==> src/rtl/chunked_seq_adder_pkg.sv <==
// Shared definitions for the chunked sequential adder: FSM encoding and
// helpers that derive the chunk count and index width from the parameters.
package chunked_seq_adder_pkg;

  typedef enum logic [1:0] {
    IDLE = 2'd0,
    RUN  = 2'd1,
    DONE = 2'd2
  } state_e;

  // Number of CHUNK-wide slices in a WIDTH-wide operand.
  function automatic int calc_nchunk(input int width, input int chunk);
    return width / chunk;
  endfunction

  // Chunk index width; at least one bit so the index register always exists.
  function automatic int calc_idxw(input int nchunk);
    return (nchunk <= 1) ? 1 : $clog2(nchunk);
  endfunction

  // Legal configuration: 1 <= CHUNK <= WIDTH and WIDTH an exact multiple of CHUNK.
  function automatic bit chunk_cfg_ok(input int width, input int chunk);
    return (chunk >= 1) && (chunk <= width) && ((width % chunk) == 0);
  endfunction

endpackage

==> src/rtl/chunked_seq_adder_chunk_adder.sv <==
// Combinational CHUNK-bit ripple adder; the only carry chain in the design,
// so its length (CHUNK) sets the critical path.
module chunked_seq_adder_chunk_adder #(
  parameter int CHUNK = 8
) (
  input  logic [CHUNK-1:0] a_i,
  input  logic [CHUNK-1:0] b_i,
  input  logic             cin_i,
  output logic [CHUNK-1:0] sum_o,
  output logic             cout_o
);

  logic [CHUNK:0] carry;

  assign carry[0] = cin_i;

  // One full-adder cell per bit, carry rippling from LSB to MSB.
  genvar gi;
  generate
    for (gi = 0; gi < CHUNK; gi++) begin : g_bit
      chunked_seq_adder_one_bit_adder u_fa (
        .a_i    (a_i[gi]),
        .b_i    (b_i[gi]),
        .cin_i  (carry[gi]),
        .sum_o  (sum_o[gi]),
        .cout_o (carry[gi+1])
      );
    end
  endgenerate

  assign cout_o = carry[CHUNK];

endmodule

==> src/rtl/chunked_seq_adder_one_bit_adder.sv <==
// Single full-adder cell, the building block of the chunk ripple chain.
module chunked_seq_adder_one_bit_adder (
  input  logic a_i,
  input  logic b_i,
  input  logic cin_i,
  output logic sum_o,
  output logic cout_o
);

  assign sum_o  = a_i ^ b_i ^ cin_i;
  assign cout_o = (a_i & b_i) | (cin_i & (a_i ^ b_i));

endmodule

==> src/rtl/chunked_seq_adder.sv <==
// Multi-cycle WIDTH-bit adder/subtractor: processes CHUNK bits per cycle
// through one registered carry, with valid/ready handshakes and status flags.
module chunked_seq_adder
  import chunked_seq_adder_pkg::*;
#(
  parameter int WIDTH = 32,
  parameter int CHUNK = 8
) (
  input  logic             clk,
  input  logic             rst_n,
  input  logic             in_valid,
  output logic             in_ready,
  input  logic [WIDTH-1:0] a,
  input  logic [WIDTH-1:0] b,
  input  logic             cin,
  input  logic             sub,
  output logic             out_valid,
  input  logic             out_ready,
  output logic [WIDTH-1:0] sum,
  output logic             cout,
  output logic             overflow,
  output logic             zero
);

  localparam int NCHUNK = calc_nchunk(WIDTH, CHUNK);
  localparam int IDXW   = calc_idxw(NCHUNK);
  localparam logic [IDXW-1:0]  LAST_IDX   = IDXW'(NCHUNK - 1);
  localparam logic [WIDTH-1:0] CHUNK_MASK = WIDTH'({CHUNK{1'b1}});
  localparam int MSB = WIDTH - 1;

  generate
    if (!chunk_cfg_ok(WIDTH, CHUNK)) begin : g_bad_cfg
      $error("chunked_seq_adder: WIDTH must be a multiple of CHUNK and CHUNK in 1..WIDTH");
    end
  endgenerate

  state_e           state_q;
  logic [WIDTH-1:0] a_q;
  logic [WIDTH-1:0] b_q;
  logic [WIDTH-1:0] sum_q;
  logic             carry_q;
  logic [IDXW-1:0]  idx_q;
  logic             in_ready_q;
  logic             out_valid_q;
  logic             cout_q;
  logic             overflow_q;
  logic             zero_q;

  logic [31:0]      base_bit;
  logic [CHUNK-1:0] a_chunk;
  logic [CHUNK-1:0] b_chunk;
  logic [CHUNK-1:0] sum_chunk;
  logic             carry_d;
  logic [WIDTH-1:0] sum_d;

  // Select the current chunk of each operand and merge the chunk result back into sum.
  always_comb begin
    base_bit  = 32'(idx_q) * 32'(CHUNK);
    a_chunk   = CHUNK'(a_q >> base_bit);
    b_chunk   = CHUNK'(b_q >> base_bit);
    sum_d     = (sum_q & ~(CHUNK_MASK << base_bit)) | (WIDTH'(sum_chunk) << base_bit);
  end

  chunked_seq_adder_chunk_adder #(
    .CHUNK (CHUNK)
  ) u_chunk_adder (
    .a_i    (a_chunk),
    .b_i    (b_chunk),
    .cin_i  (carry_q),
    .sum_o  (sum_chunk),
    .cout_o (carry_d)
  );

  // Control FSM: capture operands, walk the chunks, then hold the result until taken.
  always_ff @(posedge clk) begin
    if (!rst_n) begin
      state_q     <= IDLE;
      a_q         <= '0;
      b_q         <= '0;
      sum_q       <= '0;
      carry_q     <= 1'b0;
      idx_q       <= '0;
      in_ready_q  <= 1'b1;
      out_valid_q <= 1'b0;
      cout_q      <= 1'b0;
      overflow_q  <= 1'b0;
      zero_q      <= 1'b0;
    end else begin
      case (state_q)
        IDLE: begin
          if (in_valid) begin
            // Subtraction is A + ~B + 1, so the carry-in is forced and cin ignored.
            a_q        <= a;
            b_q        <= sub ? ~b : b;
            carry_q    <= sub ? 1'b1 : cin;
            idx_q      <= '0;
            in_ready_q <= 1'b0;
            state_q    <= RUN;
          end
        end
        RUN: begin
          sum_q   <= sum_d;
          carry_q <= carry_d;
          idx_q   <= idx_q + IDXW'(1);
          if (idx_q == LAST_IDX) begin
            idx_q       <= '0;
            state_q     <= DONE;
            out_valid_q <= 1'b1;
            cout_q      <= carry_d;
            overflow_q  <= (a_q[MSB] == b_q[MSB]) && (sum_d[MSB] != a_q[MSB]);
            zero_q      <= (sum_d == '0);
          end
        end
        DONE: begin
          if (out_ready) begin
            out_valid_q <= 1'b0;
            in_ready_q  <= 1'b1;
            state_q     <= IDLE;
          end
        end
        default: begin
          out_valid_q <= 1'b0;
          in_ready_q  <= 1'b1;
          state_q     <= IDLE;
        end
      endcase
    end
  end

  assign in_ready  = in_ready_q;
  assign out_valid = out_valid_q;
  assign sum       = sum_q;
  assign cout      = cout_q;
  assign overflow  = overflow_q;
  assign zero      = zero_q;

endmodule
==> config.mk <==
export PLATFORM = sky130hd
export DESIGN_NAME = chunked_seq_adder
export DESIGN_NICKNAME = d
export VERILOG_FILES = /design/src/rtl/chunked_seq_adder_pkg.sv /design/src/rtl/chunked_seq_adder_chunk_adder.sv /design/src/rtl/chunked_seq_adder_one_bit_adder.sv /design/src/rtl/chunked_seq_adder.sv
export SDC_FILE = /design/constraint.sdc
export NUM_CORES = 1
export LEC_CHECK = 0
export ABC_AREA = 0
export BUFFER_PORTS_ARGS = -buffer_cell sky130_fd_sc_hd__buf_2
export CORE_MARGIN = 10
export CORE_UTILIZATION = 49
export CTS_CLUSTER_SIZE = 24
export DETAILED_ROUTE_END_ITERATION = 10
export GPL_TIMING_DRIVEN = 0
export PLACE_DENSITY = 0.76
export SYNTH_ARGS = -nofsm -noshare
export SYNTH_HDL_FRONTEND = slang
export SYNTH_SLANG_ARGS = --single-unit
==> constraint.sdc <==
create_clock -name clk -period 5.27 [get_ports clk]
set_clock_uncertainty 0.2 [all_clocks]
set_input_delay 0 -clock clk [delete_from_list [all_inputs] [get_ports clk]]
set_output_delay 0 -clock clk [all_outputs]
set_load 0.005 [all_outputs]
==> summary.txt, run 1 <==
Logic synthesis
  – Synth cell count leaders: 106 x dfxtp_1, 91 x nor2_1, 77 x nand2_1
  – Post-synth ARST share: 0
  – Top-count cell post-synth: dfxtp_1
  – Area of the mapped netlist: between 4000 and 5000 um2
  – Top post-synthesis cells by area: dfxtp_1 44%, mux4_2 7.4%, nor2_1 7.0%
  – Area leader, netlist: dfxtp_1
  – Post-Syn Nets: 633
  – Number of synthesized flops with an enable pin: 0
  – Post-Syn Area per Cell: a little under 9 um2
  – Main synth FF type: dfxtp_1
  – Number of distinct library cells after synthesis: 39
  – Sequential area share after synthesis: 0.437
  – Yosys top cell area share: 0.437
  – FF+latch count, synth: about 110
  – Post-synthesis cell count: approximately 550
  – Synth warnings: 0

Clock tree
  – Clk sinks: 106
  – Worst-Skew Late Latency: approximately 370 ps
  – TritonCTS Buffers: 9
  – Root Driver: clkbuf_8
  – Clk slew on worst S/H paths: between 100 and 150 ps
  – CTS tree: built
  – H-tree levels: 3
  – CTS Buffer Depth: 2

Placed design
  – I/O Buffers: 105
  – DP Cell Count: around 800
  – DP Worst Slack: -462 ps
  – GP Congestion: around 0.90
  – Detail Placement HPWL: about 11 mm

Floorplanning
  – Starting Density: 0.499
  – Die X: between 100 and 150 um
  – Cell row count: 36
  – Placeable Area: between 9000 and 10000 um2
  – Die Ht: about 120 um
  – Ports: approximately 110
  – Die Area: about 14000 um2

Hold path
  – Hold Crit Depth: 4
  – Min-delay src: sub
  – Hold Path Class: in -> reg
  – Worst Hold End: b_q[6]$_SDFFE_PN0P_

Setup path
  – FF-to-FF setup slack: 190 ps
  – CP required: 5360 ps
  – Reg2Reg Capture Point: overflow$_SDFFE_PN0P_
  – Worst setup path class: reg -> reg
  – Crit path max fanout: 10
  – CP endpoint kind: flop
  – Worst-case reg-to-reg path depth: 20
  – R2R Path Start: idx_q[1]$_SDFFE_PN0P_
  – CP Launch Type: flop
  – Arr. time, crit path: roughly 5200 ps
  – Worst setup path startpoint: idx_q[1]$_SDFFE_PN0P_

STA
  – Worst-margin pin slew: between 600 and 700 ps
  – Max Transition Viols Final: 0
  – Final Critical Period: roughly 5000 ps
  – Fin crit share: 0.963
  – Hold Fails Final Rpt: 0
  – Worst setup margin: slightly below 200 ps
  – Max Fclk: 0.197 GHz
  – Worst hold slack: just under 70 ps
  – Final setup viols: 0
  – RSZ-0062 raised after global routing: no
  – Slew margin rel.: 0.543

Pwr
  – VDD IR max: roughly 170 uV
  – PD cells: around 280 nW/um2
  – Pleak: 2.63 nW
  – Pwr Total: 1.82 mW

GRT
  – Total GRT Usage: 0.210
  – Total congestion overflow: 0
  – Antenna violations before repair: 1
  – Met1 Use GR: 0.240
  – Global Route met3 Usage: 0.0455
  – GRT Max-Usage Layer: met2
  – Largest net degree at the start of global routing: 19
  – Met2 Use GR: 0.371
  – First-pass GRT wire length: around 25 mm
  – Via count of the first global-routing pass: about 5000

Route
  – Final WL: around 15 mm
  – Via count: around 4800
  – Pre-antenna DRT Iters: 6
  – Vias/cell: roughly 5.5
  – Final ANT Viol Nets: 0
  – DR WL/cell: around 17 um
  – # DRC: 0
  – Initial drt markers: around 450

Layout
  – Layout filler cell count: 765
  – Final Non-Filler Cells: roughly 900
  – Layout area overhead: 35.4%
  – Finished Core Util: 0.676
  – NumNets Final: 825
  – Layout cells sized above 1: 0.238

Status
  – Status: finished, final reports clean

Run
  – Max-Cap Viols: 0
-- worst max-delay path, stage by stage, from the launching register on --
cell and delay, ps:
dfxtp_2 370, buf_6 140, buf_6 170, mux4_2 190, inv_1 70, fa_1 410, fa_2 360, fa_2 410
fa_2 400, fa_1 410, inv_1 80, fa_1 160, inv_1 50, fa_2 340, inv_1 90, fa_2 490
nand2_2 120, a2bb2oi_4 180, and3_1 170, nor3_1 50, nor3_1 130
-- layout make-up --
type	instances	area (um2)	share of cell area
sequential	106	2130	0.324
antenna	2	5.00	0.000761
clock inverter	6	75.1	0.0114
buffer	38	194	0.0295
multi-input combinational	385	2510	0.382
inverter	22	82.6	0.0126
clock buffer	10	138	0.0209
tap	133	166	0.0253
timing repair buffer	181	1280	0.194
-- power by group --
part           internal [mW]  leakage (nW)  switching (mW)
combinational          0.196          1.66           0.216
clock                  0.239         0.105           0.296
sequential             0.847         0.869          0.0298
total                   1.28          2.63           0.542
-- how the worst max path moves through the flow --
stage	slack [ps]	to	cells past startpoint
6_report	190	overflow$_SDFFE_PN0P_	20
5_1_grt	20	zero$_SDFFE_PN0P_	17
4_1_cts	20	overflow$_SDFFE_PN0P_	19
3_5_place_dp	-460	overflow$_SDFFE_PN0P_	20
3_3_place_gp	-400	overflow$_SDFFE_PN0P_	20
2_1_floorplan	70	overflow$_SDFFE_PN0P_	20
-- metrics by stage --
stage / TNS [ps] / instance area, um2
floorplan: 0 / 4860
global placement: -789 / 5550
detailed placement: -921 / 5550
CTS: 0 / 6530
global route: 0 / 6570
finish: 0 / 6570
-- state kept, by name (all words and copies together), names as in the netlist --
name,count
in_ready,1
carry_q,1
a_q,32
idx_q,2
b_q,32
out_valid,1
zero,1
sum,32
cout,1
overflow,1
state_q,2
-- metal layers --
metal,vias up,routed length [um],share of wire
met5,-,0,0
met4,0,458,0.030
met3,40,1200,0.078
met2,237,7820,0.51
met1,2289,5920,0.38
li1,2262,-,-
-- logic make-up after synthesis --
family / after synthesis / synth area share
adder cells (fa/ha/maj): 12 / 0.0433
flip-flops: 106 / 0.437
AO/OA/AOI/OAI: 120 / 0.153
buffers and inverters: 60 / 0.0557
AND/OR/NAND/NOR: 202 / 0.173
XOR/XNOR: 32 / 0.0577
multiplexers: 19 / 0.0809
-- cell usage in the layout, fill, tap and decap left out, types with 9 or more instances in the layout --
cell type / count
clkbuf_8: 10
dlygate4sd3_1: 72
a211oi_1: 32
mux4_2: 16
inv_1: 19
nor3_1: 11
clkbuf_1: 17
buf_2: 122
nor2_1: 91
xnor2_1: 32
a21oi_1: 65
nand2_1: 76
dfxtp_1: 104
nand3_1: 9
-- timing repair --
item / 4_1_cts / 5_1_grt
hold buffers: 72 / 0
endpoints found under the setup margin: 2 / 2
pin swaps: 2 / 4
buffers inserted: 3 / 1
gates resized for setup: 8 / 6
endpoints found under the hold margin: 70 / 0
(Power assumes the default switching activity.)
==> inputs of run 2 (changes only) <==
- CELL_PAD_IN_SITES_DETAIL_PLACEMENT: default -> 0
- CELL_PAD_IN_SITES_GLOBAL_PLACEMENT: default -> 2
- CORE_UTILIZATION: 49 -> 29
- PLACE_DENSITY: 0.76 -> default
- PLACE_DENSITY_LB_ADDON: default -> 0.1
==> summary.txt, run 2 (same netlist as run 1, synthesis figures left out) <==
Setup path
  – Worst setup path startpoint: idx_q[0]$_SDFFE_PN0P_
  – R2R Path Start: idx_q[0]$_SDFFE_PN0P_
  – CP endpoint kind: flop
  – Reg2Reg Capture Point: zero$_SDFFE_PN0P_
  – Most frequent CP cell: fa_2
  – Arr. time, crit path: approximately 5100 ps
  – Crit path max fanout: 10
  – Cell-by-cell trace of the critical path: buf_6 > mux4_2 > inv_1 > fa_1 > fa_2 > fa_2 > fa_2 > fa_1 > inv_1 > fa_1 > inv_1 > fa_2 > mux2_1 > nand2_1 > a2111oi_4 > o2111ai_2 > o31ai_2
  – Crit-path max cell delay: 610 ps
  – Crit-path slowest cell: fa_2
  – CP Launch Type: flop
  – FF-to-FF setup slack: approximately 210 ps
  – Worst-case reg-to-reg path depth: 17
  – CP required: 5350 ps
  – Worst setup path class: reg -> reg

Layout
  – Finished Core Util: 0.410
  – Layout area overhead: 39.5%
  – NumNets Final: 826
  – Leading cell type in the layout, fill and taps excluded: buf_2
  – Post-Layout Inst Area: between 6000 and 7000 um2
  – N_diodes: 0
  – Layout cells sized above 1: 0.240
  – Most frequent cells in the layout: 122 x buf_2, 104 x dfxtp_1, 91 x nor2_1

Floorplanning
  – Ports: between 100 and 150
  – Starting Density: 0.294
  – Die X: 149 um
  – Die Ht: 149 um
  – Placeable Area: ~17000 um2
  – Cell row count: 47
  – Die Area: roughly 22000 um2

Clock tree
  – CTS Buffer Depth: 2
  – Worst-Skew Late Latency: approximately 350 ps
  – Root Driver: clkbuf_16
  – H-tree levels: 3
  – CTS tree: built
  – Clk slew on worst S/H paths: roughly 70 ps
  – TritonCTS Buffers: 9
  – Clk sinks: between 100 and 150

Route
  – DR WL/cell: 17.2 um
  – Pre-antenna DRT Iters: 4
  – Initial drt markers: roughly 180
  – Final WL: 16.6 mm
  – Via count: 4557
  – Vias/cell: 4.70
  – # DRC: 0
  – Final ANT Viol Nets: 0

STA
  – Fin crit share: 0.960
  – Setup TNS: 0 ps
  – Slew margin rel.: 0.506
  – Final setup viols: 0
  – RSZ-0062 raised after global routing: no
  – Final Critical Period: a little over 5000 ps
  – Hold Fails Final Rpt: 0
  – Max Fclk: 0.198 GHz
  – Max Transition Viols Final: 0
  – Worst-margin pin slew: ~740 ps

Pwr
  – Clock network power share: 0.344
  – Switching power: between 0.5 and 0.6 mW
  – Sequential share of power: 0.441
  – Logic pwr share: 0.214
  – Pwr Total: 1.98 mW
  – Pleak: around 2.7 nW
  – Sw Ratio: 0.288
  – VDD IR max: around 160 uV
  – Cell Int Power: approximately 1.4 mW
  – PD cells: approximately 290 nW/um2

Placed design
  – GP Congestion: ~0.8
  – Detail Placement HPWL: about 13 mm
  – Placed inst area: 5660 um2
  – I/O Buffers: ~110

GRT
  – Via count of the first global-routing pass: roughly 4800
  – Total GRT Usage: 0.152
  – Antenna violations before repair: 0
  – Largest net degree at the start of global routing: 18
  – First-pass GRT wire length: approximately 26 mm
  – Total congestion overflow: 0

Hold path
  – Worst Hold End: b_q[4]$_SDFFE_PN0P_
  – Min-delay src: sub
  – Hold Crit Depth: 4
  – Hold Path Class: in -> reg

Status
  – Status: finished, final reports clean

Run
  – Max-Cap Viols: 0
[run 2: changes by cell type in the layout (fill, tap and decap cells not counted), sizes merged]
cell / before / now
clkinv: 6 / 5
clkinvlp: 1 / 4
buf: 130 / 131
clkbuf: 27 / 26
diode: 2 / 0
inv: 20 / 19
[run 2: how the worst max path moves through the flow]
| stage | end | slack, ps | depth (start not counted) |
|---|---|---|---|
| 3_3_place_gp | zero$_SDFFE_PN0P_ | -610 | 19 |
| 2_1_floorplan | overflow$_SDFFE_PN0P_ | 70 | 20 |
| 5_1_grt | zero$_SDFFE_PN0P_ | 40 | 17 |
| 4_1_cts | zero$_SDFFE_PN0P_ | 20 | 18 |
| 3_5_place_dp | zero$_SDFFE_PN0P_ | -620 | 19 |
| 6_report | zero$_SDFFE_PN0P_ | 210 | 17 |
[run 2: layer usage]
layer	up-vias	part of all wire	global-route usage
li1	2266	-	-
met1	2175	0.45	0.194
met2	101	0.49	0.252
met3	15	0.046	0.0273
met4	0	0.016	0.0500
met5	-	0	0
[run 2: critical path, delay by kind of cell (launching register included)]
family | cells | cell delay [ps]
adder cells (fa/ha/maj) | 7 | 2700
multiplexers | 2 | 490
buffers and inverters | 4 | 350
AO/OA/AOI/OAI | 3 | 780
AND/OR/NAND/NOR | 1 | 100
flip-flops | 1 | 350
[run 2: power groups by stage]
stage / Sequential, mW / Clock (mW) / Combinational, mW
CTS: 0.876 / 0.697 / 0.421
detailed placement: 0.895 / 0 / 0.360
global route: 0.881 / 0.723 / 0.468
global placement: 0.894 / 0 / 0.357
floorplan: 0.885 / 0 / 0.227
finish: 0.875 / 0.683 / 0.425
[run 2: layout make-up]
class	instances	area [um2]
Clock inverter	7	70.1
Clock buffer	9	225
Fill cell	1697	9750
Tap cell	220	275
Sequential cell	106	2120
Timing Repair Buffer	182	1280
Multi-Input combinational cell	385	2510
Inverter	22	82.6
Buffer	38	198
[run 2: timing repair]
action	in CTS	in global routing
buffers inserted	5	0
gates resized for setup	11	4
setup endpoints to repair	6	3
hold buffers	72	0
hold endpoints to repair	70	0
pin swaps	3	3
[run 2: through the flow]
step / instances / hold WS, ps / setup slack, ps
3_5_place_dp: 876 / 12.5 / -624
2_1_floorplan: 551 / -138 / 67.2
4_1_cts: 969 / 114 / 19.1
6_report: 969 / 107 / 209
3_3_place_gp: 876 / 13.0 / -614
5_1_grt: 969 / 141 / 39.7
